$ cat config.mk
export PLATFORM = sky130hd
export DESIGN_NAME = grey_scan
export DESIGN_NICKNAME = d
export VERILOG_FILES = /design/src/rtl/grey_pkg.sv /design/src/rtl/grey_seg7.sv /design/src/rtl/grey_scan.sv
export SDC_FILE = /design/constraint.sdc
export NUM_CORES = 1
export LEC_CHECK = 0
export CORE_AREA = 2 2 75 131
export CTS_CLUSTER_SIZE = 14
export DETAILED_ROUTE_END_ITERATION = 10
export DIE_AREA = 0 0 77 133
export GPL_ROUTABILITY_DRIVEN = 0
export PLACE_DENSITY_LB_ADDON = 0.05
export SLEW_MARGIN = 30
export SYNTH_ARGS = -nofsm -noshare
export SYNTH_HDL_FRONTEND = slang
export SYNTH_SLANG_ARGS = --single-unit
export TNS_END_PERCENT = 20
$ cat constraint.sdc
create_clock -name i_clk -period 2.9 [get_ports i_clk]
set_clock_uncertainty 0.15 [all_clocks]
set_input_delay 0.435 -clock i_clk [delete_from_list [all_inputs] [get_ports i_clk]]
set_output_delay 0.435 -clock i_clk [all_outputs]
set_load 0.005 [all_outputs]
$ cat src/rtl/grey_pkg.sv
// rtl/grey_pkg.sv - shared types and constants for the Johnson-coded digit scanner
package grey_pkg;

    localparam int NUM_DIGITS = 12;
    localparam int DIGIT_W    = 5;
    localparam int IDX_W      = 4;
    localparam int SNAP_W     = NUM_DIGITS * DIGIT_W;

    typedef enum logic [2:0] {
        ST_IDLE  = 3'd0,
        ST_LOAD  = 3'd1,
        ST_SHOW  = 3'd2,
        ST_GAP   = 3'd3,
        ST_FRAME = 3'd4
    } state_e;

    localparam logic [DIGIT_W-1:0] JC_0 = 5'b00000;
    localparam logic [DIGIT_W-1:0] JC_1 = 5'b00001;
    localparam logic [DIGIT_W-1:0] JC_2 = 5'b00011;
    localparam logic [DIGIT_W-1:0] JC_3 = 5'b00111;
    localparam logic [DIGIT_W-1:0] JC_4 = 5'b01111;
    localparam logic [DIGIT_W-1:0] JC_5 = 5'b11111;
    localparam logic [DIGIT_W-1:0] JC_6 = 5'b11110;
    localparam logic [DIGIT_W-1:0] JC_7 = 5'b11100;
    localparam logic [DIGIT_W-1:0] JC_8 = 5'b11000;
    localparam logic [DIGIT_W-1:0] JC_9 = 5'b10000;

    // Segment order {g,f,e,d,c,b,a}; the decimal point is added by the scanner.
    localparam logic [6:0] SEG_0    = 7'h3F;
    localparam logic [6:0] SEG_1    = 7'h06;
    localparam logic [6:0] SEG_2    = 7'h5B;
    localparam logic [6:0] SEG_3    = 7'h4F;
    localparam logic [6:0] SEG_4    = 7'h66;
    localparam logic [6:0] SEG_5    = 7'h6D;
    localparam logic [6:0] SEG_6    = 7'h7D;
    localparam logic [6:0] SEG_7    = 7'h07;
    localparam logic [6:0] SEG_8    = 7'h7F;
    localparam logic [6:0] SEG_9    = 7'h6F;
    localparam logic [6:0] SEG_DASH = 7'h40;

    // Highest digit position holding a non-zero code; 0 when every digit is zero.
    function automatic logic [IDX_W-1:0] lead_index(input logic [SNAP_W-1:0] snap);
        logic [IDX_W-1:0] idx;
        idx = '0;
        for (int k = 0; k < NUM_DIGITS; k++) begin
            if (snap[k*DIGIT_W +: DIGIT_W] != JC_0) begin
                idx = IDX_W'(k);
            end
        end
        return idx;
    endfunction

endpackage

$ cat src/rtl/grey_seg7.sv
// rtl/grey_seg7.sv - Johnson digit to seven-segment decoder with validity flag
module grey_seg7
    import grey_pkg::*;
(
    input  logic [DIGIT_W-1:0] i_code,
    output logic               o_valid,
    output logic [6:0]         o_seg
);

    always_comb begin
        o_valid = 1'b1;
        o_seg   = SEG_DASH;
        case (i_code)
            JC_0:    o_seg = SEG_0;
            JC_1:    o_seg = SEG_1;
            JC_2:    o_seg = SEG_2;
            JC_3:    o_seg = SEG_3;
            JC_4:    o_seg = SEG_4;
            JC_5:    o_seg = SEG_5;
            JC_6:    o_seg = SEG_6;
            JC_7:    o_seg = SEG_7;
            JC_8:    o_seg = SEG_8;
            JC_9:    o_seg = SEG_9;
            default: o_valid = 1'b0;
        endcase
    end

endmodule

$ cat src/rtl/grey_scan.sv
// rtl/grey_scan.sv - multiplexed 12-digit Johnson counter display scanner
module grey_scan
    import grey_pkg::*;
#(
    parameter int DWELL = 1024,
    parameter int GAP   = 128
) (
    input  logic              i_clk,
    input  logic              i_rst,
    input  logic              i_en,
    input  logic [SNAP_W-1:0] i_digits,
    output logic [7:0]        o_seg,
    output logic              o_frame,
    output logic              o_err
);

    localparam logic [15:0] DWELL_LAST = 16'(DWELL - 1);
    localparam logic [15:0] GAP_LAST   = 16'(GAP - 1);

    state_e              state_q, state_d;
    logic [SNAP_W-1:0]   snap_q, snap_d;
    logic [IDX_W-1:0]    idx_q, idx_d;
    logic [15:0]         cnt_q, cnt_d;
    logic [7:0]          seg_q, seg_d;
    logic                frame_q, frame_d;
    logic                err_q, err_d;

    logic [DIGIT_W-1:0]  snap_digit [NUM_DIGITS];
    logic                dig_valid;
    logic [6:0]          dig_seg;

    always_comb begin
        for (int k = 0; k < NUM_DIGITS; k++) begin
            snap_digit[k] = snap_q[k*DIGIT_W +: DIGIT_W];
        end
    end

    grey_seg7 u_seg7 (
        .i_code  (snap_digit[idx_q]),
        .o_valid (dig_valid),
        .o_seg   (dig_seg)
    );

    always_comb begin
        state_d = state_q;
        snap_d  = snap_q;
        idx_d   = idx_q;
        cnt_d   = cnt_q;
        seg_d   = 8'h00;
        err_d   = err_q;

        if (state_q == ST_SHOW) begin
            seg_d = {(idx_q == '0), dig_seg};
            if (!dig_valid) begin
                err_d = 1'b1;
            end
        end

        case (state_q)
            ST_IDLE: begin
                if (i_en) begin
                    state_d = ST_LOAD;
                    snap_d  = i_digits;
                end
            end
            ST_LOAD: begin
                if (!i_en) begin
                    state_d = ST_IDLE;
                end else begin
                    state_d = ST_SHOW;
                    idx_d   = lead_index(snap_q);
                    cnt_d   = DWELL_LAST;
                end
            end
            ST_SHOW: begin
                if (!i_en) begin
                    state_d = ST_IDLE;
                end else if (cnt_q == '0) begin
                    state_d = ST_GAP;
                    cnt_d   = GAP_LAST;
                end else begin
                    cnt_d = cnt_q - 16'd1;
                end
            end
            ST_GAP: begin
                if (!i_en) begin
                    state_d = ST_IDLE;
                end else if (cnt_q != '0) begin
                    cnt_d = cnt_q - 16'd1;
                end else if (idx_q != '0) begin
                    state_d = ST_SHOW;
                    idx_d   = idx_q - IDX_W'(1);
                    cnt_d   = DWELL_LAST;
                end else begin
                    state_d = ST_FRAME;
                end
            end
            ST_FRAME: begin
                if (i_en) begin
                    state_d = ST_LOAD;
                    snap_d  = i_digits;
                end else begin
                    state_d = ST_IDLE;
                end
            end
            default: begin
                state_d = ST_IDLE;
            end
        endcase

        // Registered so the pulse coincides exactly with the FRAME state cycle.
        frame_d = (state_d == ST_FRAME);
    end

    always_ff @(posedge i_clk) begin
        if (i_rst) begin
            state_q <= ST_IDLE;
            snap_q  <= '0;
            idx_q   <= '0;
            cnt_q   <= '0;
            seg_q   <= 8'h00;
            frame_q <= 1'b0;
            err_q   <= 1'b0;
        end else begin
            state_q <= state_d;
            snap_q  <= snap_d;
            idx_q   <= idx_d;
            cnt_q   <= cnt_d;
            seg_q   <= seg_d;
            frame_q <= frame_d;
            err_q   <= err_d;
        end
    end

    assign o_seg   = seg_q;
    assign o_frame = frame_q;
    assign o_err   = err_q;

endmodule

==> results of run 1 <==
-- worst max-delay path: cells and delay by family, from the launching register on --
kind            cells  cell delay [ns]
mux                 1             0.10
buf+inv             1             0.30
compound gates      3             0.97
flops               1             0.58
simple gates        2             0.34
-- flip-flops by register name (all words and copies together), names as in the netlist --
name / flops
cnt_q: 16
idx_q: 4
o_err: 1
o_frame: 1
o_seg: 8
snap_q: 60
state_q: 3
-- layout make-up --
cell class | count | area, um2
clock buffers | 11 | 233
inverters | 10 | 37.5
repair buffers | 80 | 801
fillers | 912 | 3700
multi-input cells | 435 | 2450
clock inverters | 5 | 60.1
flip-flops and latches | 93 | 1860
well taps | 122 | 153
-- cells in the mapped netlist, types with 2 or more instances --
master      n
nand2_1   148
dfxtp_1    93
a21oi_1    87
nor2_1     38
clkbuf_1   24
nor3_1     21
nand3_1    14
o21ai_0    12
mux4_2     11
or4_1      11
inv_1      10
mux2i_1    10
nor4_1      7
and2_1      6
a311oi_1    5
and3_1      5
buf_6       5
or3_1       4
a211oi_1    3
a221o_1     3
buf_2       3
nand3b_1    3
nand4_1     3
nor2b_1     3
o211ai_1    3
xor2_1      3
a31oi_1     2
buf_4       2
ha_1        2
nor4b_1     2
o21a_1      2
o21ai_2     2
o31ai_1     2
-- per-layer routing --
| layer | GRT usage | share of wire | vias to the layer above |
|---|---|---|---|
| met5 | 0 | 0 | - |
| met4 | 0.0734 | 0.014 | 0 |
| met3 | 0.0293 | 0.026 | 13 |
| met2 | 0.465 | 0.58 | 88 |
| met1 | 0.251 | 0.38 | 1997 |
| li1 | - | - | 2150 |
-- through the flow --
| stage | util | std cells | setup WS (ns) |
|---|---|---|---|
| after floorplan | - | 573 | 0.502 |
| after global routing | 0.602 | 756 | 0.189 |
| final | 0.602 | 756 | 0.384 |
| after CTS | 0.602 | 756 | 0.377 |
| after global placement | 0.570 | 740 | 0.433 |
| after detailed placement | 0.570 | 740 | 0.341 |
-- final timing paths --
| path | slack, ns | cells after the start | endpoint |
|---|---|---|---|
| max | 0.38 | 7 | o_err |
| min | 0.32 | 2 | snap_q[11] |
| max reg2reg | 0.38 | 7 | o_err |
| min reg2reg | 0.32 | 2 | snap_q[11] |
-- where the power goes --
part           leakage, nW  total (mW)  internal (mW)  switching, mW
Clock                0.140        1.16          0.672          0.484
Sequential           0.761        1.44           1.36         0.0806
Combinational         1.10       0.604          0.277          0.327
-- cell families after synthesis --
group | Yosys count | share of synthesized area
simple gates | 271 | 0.269
compound gates | 138 | 0.182
flops | 93 | 0.411
buf+inv | 45 | 0.0492
mux | 21 | 0.0768
xor+xnor | 3 | 0.00581
fa+ha+maj | 2 | 0.00553
==> results.md, run 1 <==
- Peak VDD IR: 0.000349 V
- Total number of vias: 4,248
- Highest-count cells in the layout ignoring fill and taps: 148 x nand2_1, 93 x dfxtp_1, 87 x a21oi_1
- Residual DRC: 0
- Period minus WS final: 2.52 ns
- Critical Path Source: idx_q[0]
- Worst Tran Pin Value: 0.616 ns
- Core area: 9290 um2
- Synth top area share: 0.411
- Vias per std cell: 5.62
- Avg Inst Size Synth: 7.90 um2
- Hold_sp: snap_q[11]
- Port Buffers: 72
- CTS tree: yes
- Kind of critical path: flop to flop
- Syn nets: 638
- DIE WIDTH: 77 um
- Antenna Nets Post-Route: 0
- Critical path's slowest cell: dfxtp_1
- Vias in the first global route: 4,136
- Post-DP Area: 5300 um2
- Resize count post-CTS: 0
- Most common cell after layout, fill and taps aside: nand2_1
- Post-synthesis register bit count: 93
- Gr usage total: 0.235
- Worst reg2reg startpoint: idx_q[0]
- Die height: 133 um
- Initial DRC Count: 216
- Final Cell Area: 5590 um2
- Diode count: 0
- # clock sinks: 93
- Final Hold Viols: 0
- Final setup fails: 0
- Worst-path clk slew: 0.06 ns
- Clk_lat worst skew: 0.33 ns
- Initial Util: 0.487
- Seq/Total Area, Yosys: 0.411
- First-pass GRT wire length: 19,500 um
- Num CTS Buffers: 9
- Total power: 3.20 mW
- Critical path fanouts, max: 11
- Layout cells sized above 1: 0.0678
- Synth unique cells: 57
- Gr ovfl total: 0
- Wire per inst: 15.4 um
- Antenna violations before repair: 0
- P_leak: 2.00 nW
- Setup bufs post-CTS: 0
- PwrDens: 571 nW/um2
- Synth top area cells: dfxtp_1 41%, nand2_1 12%, a21oi_1 9.6%
- H-tree levels: 3
- Crit share post-route: 0.868
- Warnings, synthesis: 0
- Max-cap viol count: 0
- Die ar.: 10,200 um2
- Async set-reset flop share out of synthesis: 0
- CTS Hold Bufs: 0
- Critical path cell sequence: buf_4, mux2i_1, and2_1, o41ai_2, nand2_1, a311o_1, o221ai_1
- Nets: 694
- Gate Count Post-Synth: 573
- Synth area leader: dfxtp_1
- # rows: 47
- Final WL: 11,700 um
- IO Pins: 73
- Unrepaired setup endpoints after global routing: false
- Clock root buffer: clkbuf_16
- Fmax: 397 MHz
- Worst hold slack: 0.316 ns
- Slew HR: 0.590
- CP required: 3.00 ns
- CTS Buffer Depth: 2
- Critical path startpoint category: flop
- Arr. time, crit path: 2.62 ns
- Area Growth Syn to Fin: 23.5%
- Post-DP HPWL: 8870 um
- Crit-path max cell delay: 0.58 ns
- Final slew viol count: 0
- Worst setup EP type: flop
- Mapped Area: 4530 um2
- Pre-antenna DRT Iters: 4
- Status: complete, no violations
- Type of the worst min-delay path: flop to flop
- Setup TNS: 0 ns
- Pin count of the biggest net entering global routing: 61
- Post-synth EDFFs: 0
- Top_reg_cell synth: dfxtp_1
Power figures use the tool's default switching activity.
==> run 2: changes to the inputs <==
--- a/config.mk
+++ b/config.mk
@@ -11,7 +11,6 @@
 export DIE_AREA = 0 0 77 133
 export GPL_ROUTABILITY_DRIVEN = 0
 export PLACE_DENSITY_LB_ADDON = 0.05
-export SLEW_MARGIN = 30
 export SYNTH_ARGS = -nofsm -noshare
 export SYNTH_HDL_FRONTEND = slang
 export SYNTH_SLANG_ARGS = --single-unit
==> results of run 2 <==
Same layout as run 1: the final DEF is identical, and so are final timing and power.
